==> src/rtl/packet_reassembly.sv <==
// Fragment-checking pass-through for an AXI-Stream transfer: counts beats against mss and
// transfer_size, flags short/long fragments, and regenerates tlast on the final beat.
module packet_reassembly #(
  parameter int DATA_WIDTH = 64
) (
  input  logic                  clk,
  input  logic                  arst,
  input  logic [DATA_WIDTH-1:0] s_axis_tdata,
  input  logic                  s_axis_tvalid,
  output logic                  s_axis_tready,
  input  logic                  s_axis_tlast,
  output logic [DATA_WIDTH-1:0] m_axis_tdata,
  output logic                  m_axis_tvalid,
  input  logic                  m_axis_tready,
  output logic                  m_axis_tlast,
  input  logic                  trigger,
  input  logic [31:0]           mss,
  input  logic [31:0]           transfer_size,
  output logic                  transfer_init,
  output logic                  transfer_completed,
  output logic [15:0]           fragment_count,
  output logic                  err_short,
  output logic                  err_long
);

  typedef enum logic [1:0] {WAIT_TRIGGER, RECEIVE, DRAIN} state_t;

  state_t                r_state;
  state_t                w_next;
  logic                  r_trig_q;
  logic                  r_done;
  logic                  w_done_next;
  logic [31:0]           r_mss;
  logic [31:0]           r_size;
  logic [31:0]           r_total;
  logic [31:0]           r_frag;
  logic [31:0]           r_frag_base;
  logic [15:0]           r_frag_cnt;
  logic                  r_err_short;
  logic                  r_err_long;
  logic [DATA_WIDTH-1:0] r_buf_data [2];
  logic [1:0]            r_buf_last;
  logic                  r_wr_ptr;
  logic                  r_rd_ptr;
  logic [1:0]            r_cnt;

  logic                  w_trig_edge;
  logic                  w_push;
  logic                  w_pop;
  logic [31:0]           w_remaining;
  logic [31:0]           w_expected;
  logic [31:0]           w_frag_next;
  logic                  w_at_len;
  logic                  w_close;
  logic                  w_is_end;

  assign w_trig_edge = trigger & ~r_trig_q;
  assign w_push      = s_axis_tvalid & s_axis_tready;
  assign w_pop       = m_axis_tvalid & m_axis_tready;
  assign w_remaining = r_size - r_frag_base;
  assign w_expected  = (r_mss < w_remaining) ? r_mss : w_remaining;
  assign w_frag_next = r_frag + 32'd1;
  assign w_at_len    = (w_frag_next == w_expected);
  assign w_close     = w_at_len | s_axis_tlast;
  assign w_is_end    = ((r_total + 32'd1) == r_size);

  assign m_axis_tvalid      = (r_cnt != 2'd0);
  assign m_axis_tdata       = m_axis_tvalid ? r_buf_data[r_rd_ptr] : '0;
  assign m_axis_tlast       = m_axis_tvalid & r_buf_last[r_rd_ptr];
  assign transfer_completed = r_done;
  assign fragment_count     = r_frag_cnt;
  assign err_short          = r_err_short;
  assign err_long           = r_err_long;

  always_ff @(posedge clk or posedge arst) begin
    if (arst) r_state <= WAIT_TRIGGER;
    else      r_state <= w_next;
  end

  // NOTE: every output of this block gets a default first so no latch is inferred.
  always_comb begin
    w_next        = r_state;
    s_axis_tready = 1'b0;
    transfer_init = 1'b0;
    w_done_next   = 1'b0;
    case (r_state)
      WAIT_TRIGGER: begin
        if (w_trig_edge) begin
          if (transfer_size == 32'd0) w_done_next = 1'b1;
          else                        w_next      = RECEIVE;
        end
      end
      RECEIVE: begin
        transfer_init = 1'b1;
        s_axis_tready = (r_cnt != 2'd2);
        if (w_push && w_is_end) w_next = DRAIN;
      end
      DRAIN: begin
        transfer_init = 1'b1;
        if (r_cnt == 2'd0) begin
          w_next      = WAIT_TRIGGER;
          w_done_next = 1'b1;
        end
      end
      default: w_next = WAIT_TRIGGER;
    endcase
  end

  // NOTE: the skid storage is reset too, so m_axis_tdata is a defined 0 straight out of reset.
  always_ff @(posedge clk or posedge arst) begin
    if (arst) begin
      // Reset to 1 so a trigger already high at release is not taken as an edge.
      r_trig_q      <= 1'b1;
      r_done        <= 1'b0;
      r_mss         <= 32'd1;
      r_size        <= '0;
      r_total       <= '0;
      r_frag        <= '0;
      r_frag_base   <= '0;
      r_frag_cnt    <= '0;
      r_err_short   <= 1'b0;
      r_err_long    <= 1'b0;
      r_buf_data[0] <= '0;
      r_buf_data[1] <= '0;
      r_buf_last    <= '0;
      r_wr_ptr      <= 1'b0;
      r_rd_ptr      <= 1'b0;
      r_cnt         <= '0;
    end else begin
      r_trig_q <= trigger;
      r_done   <= w_done_next;
      if (r_state == WAIT_TRIGGER && w_trig_edge) begin
        r_mss       <= (mss == 32'd0) ? 32'd1 : mss;
        r_size      <= transfer_size;
        r_total     <= '0;
        r_frag      <= '0;
        r_frag_base <= '0;
        r_frag_cnt  <= '0;
        r_err_short <= 1'b0;
        r_err_long  <= 1'b0;
      end else if (w_push) begin
        r_total <= r_total + 32'd1;
        if (w_close) begin
          r_frag      <= '0;
          r_frag_base <= r_total + 32'd1;
          if (r_frag_cnt != 16'hFFFF) r_frag_cnt <= r_frag_cnt + 16'd1;
        end else begin
          r_frag <= w_frag_next;
        end
        if (s_axis_tlast && !w_at_len) r_err_short <= 1'b1;
        if (w_at_len && !s_axis_tlast) r_err_long  <= 1'b1;
      end
      if (w_push) begin
        r_buf_data[r_wr_ptr] <= s_axis_tdata;
        r_buf_last[r_wr_ptr] <= w_is_end;
        r_wr_ptr             <= ~r_wr_ptr;
      end
      if (w_pop) r_rd_ptr <= ~r_rd_ptr;
      r_cnt <= r_cnt + {1'b0, w_push} - {1'b0, w_pop};
    end
  end

endmodule

==> config.mk <==
export PLATFORM = sky130hd
export DESIGN_NAME = packet_reassembly
export DESIGN_NICKNAME = d
export VERILOG_FILES = /design/src/rtl/packet_reassembly.sv
export SDC_FILE = /design/constraint.sdc
export NUM_CORES = 1
export LEC_CHECK = 0
export ABC_AREA = 1
export ABC_CLOCK_PERIOD_IN_PS = 16730
export BUFFER_PORTS_ARGS = -buffer_cell sky130_fd_sc_hd__buf_2
export CAP_MARGIN = 0
export CORE_AREA = 8 8 280 282
export DETAILED_ROUTE_END_ITERATION = 10
export DIE_AREA = 0 0 288 290
export PLACE_DENSITY_LB_ADDON = 0.1
export SLEW_MARGIN = 20
export SYNTH_ARGS = -nofsm -noshare
export SYNTH_HDL_FRONTEND = slang
export SYNTH_SLANG_ARGS = --single-unit
==> constraint.sdc <==
create_clock -name clk -period 16.73 [get_ports clk]
set_clock_uncertainty 0.2 [all_clocks]
set_input_delay 0.8365 -clock clk [delete_from_list [all_inputs] [get_ports clk]]
set_output_delay 0.8365 -clock clk [all_outputs]
set_load 0.02 [all_outputs]
### Word level (Yosys, flattened, before mapping)

Cells that the tools add are included.

* register bits: 316
* input bits: 134
* output and inout bits: 87
* word-level logic and storage cells: 117

* $add $sub $neg: 6
* $lt $le $gt $ge: 7
* equality and inequality tests: 10
* mux-type cells: 43
* bitwise operators: 10
* reductions and logical operators: 24

Operators with widths (number)
* $mux W32: 10
* $mux W64: 5
* $bwmux W128: 1
* $add A32 B1 Y32 const B: 2
* $demux W64 S1: 1
* $eq A32 B32 Y1: 2
* $logic_not A32 Y1: 2
* $mux W16: 4
* $lt A32 B32 Y1: 1
* $sub A32 B32 Y32: 1
* $add A16 B1 Y16 const B: 1
* $ne A16 B16 Y1 const B: 1
* $mux W1: 14
* $reduce_bool A2 Y1: 6
* $ne A2 B2 Y1 const B: 5
* $mux W2: 4
* $logic_and A1 B1 Y1: 6
* $pmux W2 S3: 1
* $reduce_and A2 Y1: 3
* $and A1 B1 Y1: 4
* $ge A2 B2 Y1 const B: 2
* $logic_not A2 Y1: 2
* $lt A1 B2 Y1 const B: 2
* $not A1 Y2: 2
* 15 further kinds: 18

### Depth between registers and ports, before layout

Gate-level depths: netlist (run 1).

* depth in word-level cells: 9
* mapped depth: 36
* gate-level depth less buffers: 34

### Least setup slack after synthesis (run 1)

No wires, ideal clock.

* path type: register to register
* start: register r_size[0]
* end: register r_frag_cnt[7], in the netlist fragment_count[7]
* library setup time: 118 ps
* arrival time: 3926 ps
* required time: 16412 ps
* path slack: 12486 ps
* cell stages (with the launch flop): 36
* buffers on the path: 2
* clock period less this slack: 4244 ps
* path through: dfrtp_1 inv_1 ha_1 inv_1 fa_1 nand3_1 nand2_1 nand2_1 nand2_1 nand2_1 nand2_1 nand2_1 nand2_1 nand2_1 nand2_1 ha_1 nand4_1 inv_1 nand2_1 o211ai_1 nor2_2 clkbuf_1 nand3_1 nand2_1 nand2_1 nand2_1 nand2_1 nor2_1 nand2_1 nor2_1 nand2_1 nand2_4 nand3_4 buf_6 nand2_1 nand2_1

* cells in the longest elaborated chain, start to end: 7

RTL lines
* from (decl): RTL line 34 `logic [31:0] r_size;`
* from (signal assigned): RTL line 134 `r_size <= transfer_size;`
* $sub A32 B32 Y32 (*): RTL line 60 `assign w_remaining = r_size - r_frag_base;`
* $lt A32 B32 Y1: RTL line 61 `assign w_expected = (r_mss < w_remaining) ? r_mss : w_remaining;`
* $mux W32 (*): RTL line 61
* $eq A32 B32 Y1 (*): RTL line 63 `assign w_at_len = (w_frag_next == w_expected);`
* $or A1 B1 Y1 (*): RTL line 64 `assign w_close = w_at_len | s_axis_tlast;`
* $reduce_bool A2 Y1 (no line) (*)
* $reduce_and A3 Y1 (no line) (*)
* to (signal assigned): RTL line 146 `if (r_frag_cnt != 16'hFFFF) r_frag_cnt <= r_frag_cnt + 16'd1;`
* to (decl): RTL line 38 `logic [15:0] r_frag_cnt;`

Mark *: on every way between the ends. The rest lies on a longest branch, timed or not.
A chain may end at the register's enable or synchronous reset.

### Worst setup path in the final report (run 1)

* start: register r_size[0]
* end: register r_frag_base[29]

* cells in the longest elaborated chain, start to end: 7

RTL lines
* $sub A32 B32 Y32 (*): RTL line 60
* $lt A32 B32 Y1: RTL line 61
* $mux W32 (*): RTL line 61
* $eq A32 B32 Y1 (*): RTL line 63
* $or A1 B1 Y1 (*): RTL line 64
* $reduce_bool A2 Y1 (no line) (*)
* $reduce_and A2 Y1 (no line) (*)
* to (signal assigned): RTL line 145 `r_frag_base <= r_total + 32'd1;`
* to (decl): RTL line 37 `logic [31:0] r_frag_base;`

Marked as above.

==> results of run 1 <==
-- cells in the final DEF, fill, tap and decap left out, drive strengths merged, types with 2 or more instances in the layout --
cell type	n
buf	235
nor3b	3
diode	8
nand2	1024
nor4	16
o22ai	32
o21a	5
or2	21
ha	70
nor3	44
a21oi	118
dfstp	2
xor2	74
bufinv	4
and2	4
o21ai	219
o21bai	5
nand3b	21
xnor2	18
nand3	167
nand4	57
clkbuf	58
inv	374
clkinv	8
dfrtp	314
nor2	133
-- layout make-up --
class                      count  area (µm²)  share of cell area [%]
clock inverter                15         236                    1.02
tap                          969        1210                    5.21
inverter                     372        1400                    6.04
antenna                        8        20.0                  0.0861
timing repair buffer         235        1230                    5.27
clock buffer                  58        1180                    5.08
sequential                   316        7910                    34.0
multi-input combinational   2039       10100                    43.3
-- registers in the layout, summed over array words and instances (netlist names) --
name,flops
r_buf_data,128
r_frag,32
r_frag_base,32
r_mss,32
r_size,32
r_total,32
fragment_count,16
r_buf_last,2
r_cnt,2
r_state,2
err_long,1
err_short,1
r_rd_ptr,1
r_trig_q,1
r_wr_ptr,1
transfer_completed,1
-- where the power goes --
group	internal [mW]	switching (mW)
clock	0.561	0.372
sequential	1.02	0.214
combinational	0.902	1.83
total	2.48	2.42
-- per-layer routing --
metal / up-vias / routed length (µm)
met2: 441 / 31600
li1: 9361 / -
met1: 8881 / 32400
met4: 14 / 1410
met5: - / 92
met3: 104 / 4660
-- stage by stage --
stage	std cells	cell area [µm²]	total power [mW]	hold WS, ns
after CTS	4004	23200	4.99	0.150
after detailed placement	3931	21800	4.01	0.267
after global placement	3931	21800	3.98	0.260
after global routing	4004	23200	5.42	0.160
final	4012	23300	4.90	0.195
after floorplan	2834	19800	3.17	0.242
-- how the worst max path moves through the flow --
| stage | end | slack (ns) | cells after the start |
|---|---|---|---|
| after global routing | r_frag_base[29]$_DFFE_PP0P_ | 9.39 | 36 |
| after global placement | r_frag_base[10]$_DFFE_PP0P_ | 10.22 | 36 |
| after CTS | r_frag_base[29]$_DFFE_PP0P_ | 10.11 | 36 |
| after detailed placement | r_frag_base[29]$_DFFE_PP0P_ | 10.14 | 36 |
| final | r_frag_base[29]$_DFFE_PP0P_ | 10.16 | 36 |
| after floorplan | err_long$_DFFE_PP0P_ | 6.95 | 1 |
-- cells by family after synthesis --
logic type                 after synthesis
xor gates and xnor gates                92
buffers and inverters                  479
adders and majority gates               71
and+or+nand+nor                       1491
AOI/OAI and AO/OA                      385
DFF                                    316
-- worst reg2reg max path: cells and delay by family (launching register included) --
family / cells / cell delay, ns
buf+inv: 6 / 0.94
fa+ha+maj: 3 / 0.85
simple gates: 26 / 3.92
compound gates: 1 / 0.10
flops: 1 / 0.40
==> summary.txt, run 1 <==
STA
  • Final worst slack: 10.16 ns
  • Slew @ Worst Pin: between 1 and 1.5 ns
  • Final setup fails: 0
  • Slew headroom: 30.1%
  • Unrepaired setup endpoints after global routing: no
  • Final hold vios: 0
  • Fin crit period: 6.57 ns
  • Peak Freq: 152 MHz
  • Setup TNS: 0 ns
  • Final Max Tran Viols: 0
  • Final period utilization: 39.2%

Synth
  • Syn nets: 3039
  • Synth warn: 0
  • Commonest cells in the netlist: nand2_1 (1021), inv_1 (363), dfrtp_1 (314)
  • Synthesized-area fraction occupied by adder cells: approximately 4.5%
  • Post-synthesis xor/xnor area fraction: 4.07%
  • Simple-gate area share of the yosys netlist: about a third
  • Number of distinct library cells after synthesis: 47
  • Synth Cell Area: slightly below 0.02 mm²
  • Async S/R FF share, synth: 100%
  • Synth Instances: 2834
  • Sequential share of the synthesized area: 40.0%
  • Post-synth EDFFs: 0
  • Avg Cell Area, Syn: ~7 µm²
  • Predominant post-synthesis flop cell: dfrtp_1
  • Largest family of logic cells by synthesized area: simple AND/OR/NAND/NOR gates
  • Main area contributors after synthesis: dfrtp_1 (40%), nand2_1 (19%), inv_1 (6.9%), o21ai_0 (4.7%), ha_1 (4.4%)
  • Yosys reg bits: 316
  • Share of the synthesized area in the top cell type: 39.7%
  • Cell taking the most area after synthesis: dfrtp_1
  • Synth Area in Compound Gates: between 10% and 20%
  • Mux cell area share after synthesis: 0%
  • Top-count cell post-synth: nand2_1

Routing
  • DRC viols: 0
  • Via density: 4.69
  • DR WL/cell: 17.5 µm
  • Routed WL: 70200 µm
  • Routed vias: roughly 19000
  • Detailed Route Iter0 Violations: 1218
  • DR pass1 iterations: 7
  • Antenna-violating nets left: 0

Critical path
  • WS Path Type: register to register
  • R2R Path Start: r_size[0]$_DFFE_PP0P_
  • Worst Setup End Kind: register
  • Crit path max-delay family: simple AND/OR/NAND/NOR gates
  • Peak fanout along the critical path: 54
  • Largest stage delay, worst path: around 0.57 ns
  • Crit path DAT: just under 7 ns
  • Top cell by count, worst path: nand2_1
  • CP Data Required Time: 16.96 ns
  • Setup crit start kind: register
  • R2r worst-path depth: 36
  • Critical path's slowest cell: nand2_4
  • Crit path buffers/inverters: 6
  • R2R Setup Slk: 10.16 ns
  • RR Endpoint: r_frag_base[29]$_DFFE_PP0P_
  • CP startpoint: r_size[0]$_DFFE_PP0P_

Floorplanning
  • Die Height: 290 µm
  • Starting Density: a little over a quarter
  • DIE AREA: 0.0835 mm²
  • # IOs: approximately 220
  • Core ar.: 0.0738 mm²
  • Die Wd: 288 µm
  • # rows: 100

Cells and area
  • Final Net Count: 3212
  • Synth-to-layout area growth: 17.5%
  • Number of fill cells: 8112
  • Post-layout util: between 30% and 40%
  • Share of cells above drive strength 1: 11.8%

GRT
  • Met2 Resource Use GR: 26.6%
  • GRT Total Usage: 16.6%
  • Vias in the first global route: between 15000 and 20000
  • First-pass GRT wire length: 111000 µm
  • Grt met3 use: 4.35%
  • Initial antenna violation count: 16
  • Met1 usage: ~22%
  • Grt ovf: 0
  • Largest net degree at the start of global routing: about 160
  • Layer with the highest usage: met2

Power
  • Leak pwr: ~12 nW
  • Peak supply drop: 0.110 mV
  • P per Cell Area: approximately 210 mW/mm²

Clock tree
  • Post_cts resized: 0
  • CTS Buffer Depth: 3
  • TritonCTS clock tree: done
  • Setup Buffers After CTS: 0
  • Worst skew pair latency: 0.59 ns
  • Root Buffer: clkbuf_16
  • Cts hold-fix bufs: 0
  • Inserted Clock Buffers: 43
  • Clock slew at reported path FFs: 0.06 ns
  • H-tree depth: 2
  • Sink Count: 316

Placed design
  • DP HPWL: 52100 µm
  • Setup Slack @ Placement: 10.14 ns
  • Port Buffers: 220
  • GPL Wtd Cong: 0.890

Worst hold path
  • Hold Crit Start: trigger
  • Hold path cells: 1
  • Hold EP: r_trig_q$_DFF_PP1_
  • Hold Crit Class: input pin to register

Run
  • Number of max-cap violations: 0

Run status
  • Status: finished clean
(Power assumes the default switching activity.)
==> run 2, diff against run 1 <==
ABC_CLOCK_PERIOD_IN_PS = 6200   (was 16730)
clock period = 6.2 ns   (was 16.73 ns; I/O delays follow)
==> summary.txt, run 2 (synthesis results as in run 1) <==
Cells and area
  • Share of cells above drive strength 1: a little under an eighth
  • Commonest non-fill, non-tap cells in the layout: nand2_1 (1019), inv_1 (361), dfrtp_1 (313), buf_2 (220), o21ai_0 (186)
  • Max FFs per register: roughly 130
  • Cell area after layout: roughly 0.025 mm²
  • Most common cell after layout, fill and taps aside: nand2_1
  • Non-filler cells, final: approximately 4100
  • Largest Register: r_buf_data
  • Synth-to-layout area growth: 24.8%
  • Final Net Count: between 3000 and 4000

Floorplanning
  • # IOs: 221
  • Core ar.: 0.0738 mm²
  • Die Wd: 288 µm
  • DIE AREA: 0.0835 mm²
  • # rows: 100
  • Starting Density: between 20% and 30%
  • Die Height: 290 µm

Clock tree
  • Root Buffer: clkbuf_16
  • Worst skew pair latency: 0.59 ns
  • TritonCTS clock tree: done
  • Clock slew at reported path FFs: 0.05 ns
  • H-tree depth: 2
  • Inserted Clock Buffers: 43
  • CTS Buffer Depth: 3
  • Sink Count: 316

GRT
  • First-pass GRT wire length: 112000 µm
  • Vias in the first global route: 19600
  • GRT Total Usage: 16.8%
  • Largest net degree at the start of global routing: 139
  • Initial antenna violation count: 8
  • Grt ovf: 0

Power
  • Comb power frac: a little under three fifths
  • Leak pwr: 12.5 nW
  • Seq pwr share: roughly 25%
  • Internal Pwr Total: between 6 and 7 mW
  • Clock share of power: 19.4%
  • Switching share of power: 49.2%
  • P per Cell Area: 544 mW/mm²
  • P_sw: between 6 and 7 mW
  • Tot Pwr: 13.4 mW
  • Peak supply drop: 0.357 mV

Placed design
  • Port Buffers: 220
  • Placed cells: 3935
  • Placed cell areas: 0.0219 mm²
  • DP HPWL: between 50000 and 60000 µm
  • GPL Wtd Cong: 0.907
  • Setup Slack @ Placement: roughly 0.54 ns

Critical path
  • Setup crit start kind: register
  • Critical path's slowest cell: dfrtp_1
  • Peak fanout along the critical path: 42
  • Crit path DAT: ~5.8 ns
  • Top cell by count, worst path: nand2_1
  • CP Data Required Time: 6.44 ns
  • Largest stage delay, worst path: 0.41 ns
  • Worst Setup End Kind: register
  • WS Path Type: register to register

Routing
  • Detailed Route Iter0 Violations: 1311
  • DR pass1 iterations: 6
  • DR WL/cell: 17.2 µm
  • Via density: 4.63
  • Routed vias: 19200
  • Routed WL: a little over 70000 µm
  • Antenna-violating nets left: 0
  • DRC viols: 0

STA
  • Final Max Tran Viols: 0
  • Unrepaired setup endpoints after global routing: no
  • Final period utilization: about 89%
  • Peak Freq: approximately 180 MHz
  • Final worst slack: ~0.7 ns
  • Fin crit period: between 5 and 6 ns
  • Final hold vios: 0
  • Setup TNS: 0 ns
  • Final setup fails: 0
  • Slew @ Worst Pin: roughly 1 ns
  • Slew headroom: 34.3%

Run status
  • Status: finished clean

Run
  • Number of max-cap violations: 0

Worst hold path
  • Hold Crit Class: input pin to register
-- run 2: cell count changes in the layout (fill, tap and decap cells not counted), sizes merged --
cell / change
clkinv: -1
diode: -4
dlygate4sd3: +132
clkbuf: +6
inv: -3
buf: +4
bufinv: -1
clkinvlp: +2
-- run 2: worst max-delay path: cells and delay by family, from the launching register on --
family                     cells  cell delay (ns)
AOI/OAI and AO/OA              2             0.25
adders and majority gates      3             0.82
buffers and inverters          4             0.53
DFF                            1             0.41
and+or+nand+nor               26             3.10
-- run 2: timing repair --
| action | 4_1_cts | 5_1_grt |
|---|---|---|
| buffers inserted | 0 | 0 |
| gates resized for setup | 0 | 2 |
| setup endpoints to repair | 0 | 34 |
| hold buffers | 132 | 0 |
| hold endpoints to repair | 238 | 0 |
-- run 2: power groups by stage --
stage	clock, mW	sequential, mW	combinational [mW]
global placement	0	3.33	7.42
global route	2.78	3.41	8.65
CTS	2.70	3.33	7.60
finish	2.60	3.32	7.52
detailed placement	0	3.35	7.50
floorplan	0	3.14	5.41
-- run 2: metal layers --
metal  track usage [%]  up-vias  part of all wire [%]
li1                  -     9622                     -
met1              22.7     9007                    47
met2              26.9      465                    45
met3              3.95      115                   6.3
met4              4.07        6                   2.3
met5                 0        -                 0.045
-- run 2: per-stage QoR --
| step | hold WS (ns) | util (%) |
|---|---|---|
| floorplan | 0.114 | - |
| finish | 0.0759 | 33.5 |
| detailed placement | 0.206 | 29.6 |
| global placement | 0.257 | 29.6 |
| CTS | 0.0311 | 33.4 |
| global route | 0.0777 | 33.5 |
-- run 2: path summary, 6_finish.rpt --
| path | from | endpoint | slack [ns] | cells past startpoint |
|---|---|---|---|---|
| min | s_axis_tlast | err_short$_DFFE_PP0P_ | 0.08 | 3 |
| max in group asynchronous | arst | r_mss[18]$_DFFE_PP0P_ | 4.29 | 4 |
| min reg2reg | r_frag_base[6]$_DFFE_PP0P_ | r_frag_base[6]$_DFFE_PP0P_ | 0.27 | 2 |
| min in group asynchronous | arst | r_size[11]$_DFFE_PP0P_ | 0.15 | 3 |
| max | r_size[0]$_DFFE_PP0P_ | r_frag_base[12]$_DFFE_PP0P_ | 0.68 | 35 |
| max reg2reg | r_size[0]$_DFFE_PP0P_ | r_frag_base[12]$_DFFE_PP0P_ | 0.68 | 35 |
-- run 2: area by class of cell --
class                   count  area, µm²
fillers                  7988      49100
multi-input cells        2039      10100
flip-flops and latches    316       7910
repair buffers            371       2610
inverters                 372       1400
clock buffers              64       1290
well taps                 969       1210
clock inverters            12        205
diodes                      4       10.0
==> run 3, diff against run 2 <==
RECOVER_POWER = 50   (was unset)
==> summary.txt, run 3 (synthesis results as in run 1) <==
Run status
  • Status: complete, but fails checks
  • Violated checks: max-capacitance violations, max-slew violations

STA
  • Unrepaired setup endpoints after global routing: no
  • Peak Freq: ~180 MHz
  • Final period utilization: 88.8%
  • Slew headroom: -164%
  • Setup TNS: 0 ns
  • Slew @ Worst Pin: 3.96 ns
  • WHS: around 0.066 ns
  • Final Max Tran Viols: 490
  • Fin crit period: 5.51 ns
  • Final setup fails: 0
  • Final hold vios: 0

Clock tree
  • Clock slew at reported path FFs: 0.05 ns
  • CTS Buffer Depth: 3
  • Sink Count: 316
  • Inserted Clock Buffers: 43
  • H-tree depth: 2
  • TritonCTS clock tree: done
  • Root Buffer: clkbuf_16
  • Worst skew pair latency: 0.59 ns

Routing
  • Antenna-violating nets left: 0
  • DR WL/cell: 17.2 µm
  • DR pass1 iterations: 5
  • Routed vias: 19300
  • DRC viols: 0
  • Detailed Route Iter0 Violations: ~1400
  • Routed WL: 71100 µm
  • Via density: 4.64

Power
  • Switching share of power: 49.2%
  • Comb power frac: between 50% and 60%
  • Seq pwr share: 24.7%
  • Tot Pwr: 13.4 mW
  • Leak pwr: 12.4 nW
  • Internal Pwr Total: between 6 and 7 mW
  • P per Cell Area: 546 mW/mm²
  • P_sw: 6.61 mW
  • Peak supply drop: 0.356 mV
  • Clock share of power: 19.4%

Floorplanning
  • Core ar.: ~0.074 mm²
  • Die Height: between 200 and 300 µm
  • Starting Density: 26.8%
  • # IOs: 221
  • # rows: 100
  • Die Wd: approximately 290 µm
  • DIE AREA: 0.0835 mm²

GRT
  • GRT Total Usage: 16.8%
  • Grt ovf: 0
  • Initial antenna violation count: 8
  • First-pass GRT wire length: 112000 µm
  • Largest net degree at the start of global routing: 139
  • Vias in the first global route: 19600

Critical path
  • Top cell by count, worst path: nand2_1
  • Critical path's slowest cell: dfrtp_1
  • Crit path DAT: between 5 and 6 ns
  • CP startpoint: r_size[0]$_DFFE_PP0P_
  • WS Path Type: register to register
  • Worst Setup End Kind: register
  • R2R Path Start: r_size[0]$_DFFE_PP0P_
  • Peak fanout along the critical path: 42
  • Setup crit start kind: register
  • Largest stage delay, worst path: 0.41 ns
  • CP Data Required Time: 6.44 ns

Cells and area
  • Most common cell after layout, fill and taps aside: nand2_1
  • Cell area after layout: ~0.025 mm²
  • Synth-to-layout area growth: 24.4%
  • Commonest non-fill, non-tap cells in the layout: nand2_1 (1019), inv_1 (361), dfrtp_1 (313), buf_2 (199), o21ai_0 (186)
  • Largest Register: r_buf_data
  • Non-filler cells, final: about 4100
  • Max FFs per register: approximately 130
  • Final Net Count: around 3300
  • Share of cells above drive strength 1: 10.7%

Placed design
  • Port Buffers: 220
  • GPL Wtd Cong: just over 0.9
  • Placed cell areas: 0.0219 mm²
  • DP HPWL: just over 50000 µm
  • Placed cells: 3935

Worst hold path
  • Hold Crit Class: input pin to register
  • Hold Crit Start: s_axis_tlast

Run
  • Number of max-cap violations: 8
-- run 3: cell types whose count changed in the layout (fill, tap and decap cells not counted), moves of 2 or more --
| cell | delta |
|---|---|
| clkbuf_1 | +26 |
| buf_2 | -21 |
| buf_4 | -4 |
| buf_12 | -2 |
-- run 3: cell type report --
type | instances | area (µm²)
tap | 969 | 1210
multi-input combinational | 2039 | 10100
inverter | 372 | 1400
clock buffer | 64 | 1290
sequential | 316 | 7910
antenna | 4 | 10.0
fill | 8013 | 49200
clock inverter | 12 | 205
timing repair buffer | 371 | 2530
-- run 3: critical path, delay by kind of cell, from the launching register on --
kind / cells / cell delay [ns]
fa+ha+maj: 3 / 0.82
simple gates: 26 / 3.09
buf+inv: 4 / 0.53
flops: 1 / 0.41
compound gates: 2 / 0.26
-- run 3: worst paths after layout --
check | endpoint | slack (ns) | cells after the start
max in group asynchronous | r_mss[18]$_DFFE_PP0P_ | 1.26 | 4
min | err_short$_DFFE_PP0P_ | 0.07 | 3
max reg2reg | r_frag_base[12]$_DFFE_PP0P_ | 0.69 | 35
min reg2reg | r_frag_base[6]$_DFFE_PP0P_ | 0.28 | 2
max | r_frag_base[12]$_DFFE_PP0P_ | 0.69 | 35
min in group asynchronous | r_size[11]$_DFFE_PP0P_ | 0.27 | 3
-- run 3: per-stage QoR --
step | setup WS, ns | utilization, %
4_1_cts | 0.492 | 33.4
5_1_grt | 0.0298 | 33.3
2_1_floorplan | 1.48 | -
3_5_place_dp | 0.540 | 29.6
3_3_place_gp | 0.613 | 29.6
6_report | 0.694 | 33.4
-- run 3: routing by layer --
metal / part of all wire (%) / vias to the layer above / global-route usage, %
met2: 45 / 482 / 26.9
li1: - / 9624 / -
met3: 6.3 / 107 / 3.95
met1: 46 / 9040 / 22.7
met5: 0.045 / - / 0
met4: 2.2 / 6 / 4.07
-- run 3: timing repair --
action / 4_1_cts / 5_1_grt
gates resized for setup: 0 / 2
endpoints found under the setup margin: 0 / 34
endpoints found under the hold margin: 238 / 0
setup buffers: 0 / 0
hold buffers: 132 / 0
-- run 3: power by group through the flow --
stage	Sequential (mW)	Combinational, mW	Clock [mW]
final	3.32	7.52	2.61
after global routing	3.41	8.65	2.78
after global placement	3.33	7.42	0
after detailed placement	3.35	7.50	0
after floorplan	3.14	5.41	0
after CTS	3.33	7.60	2.70
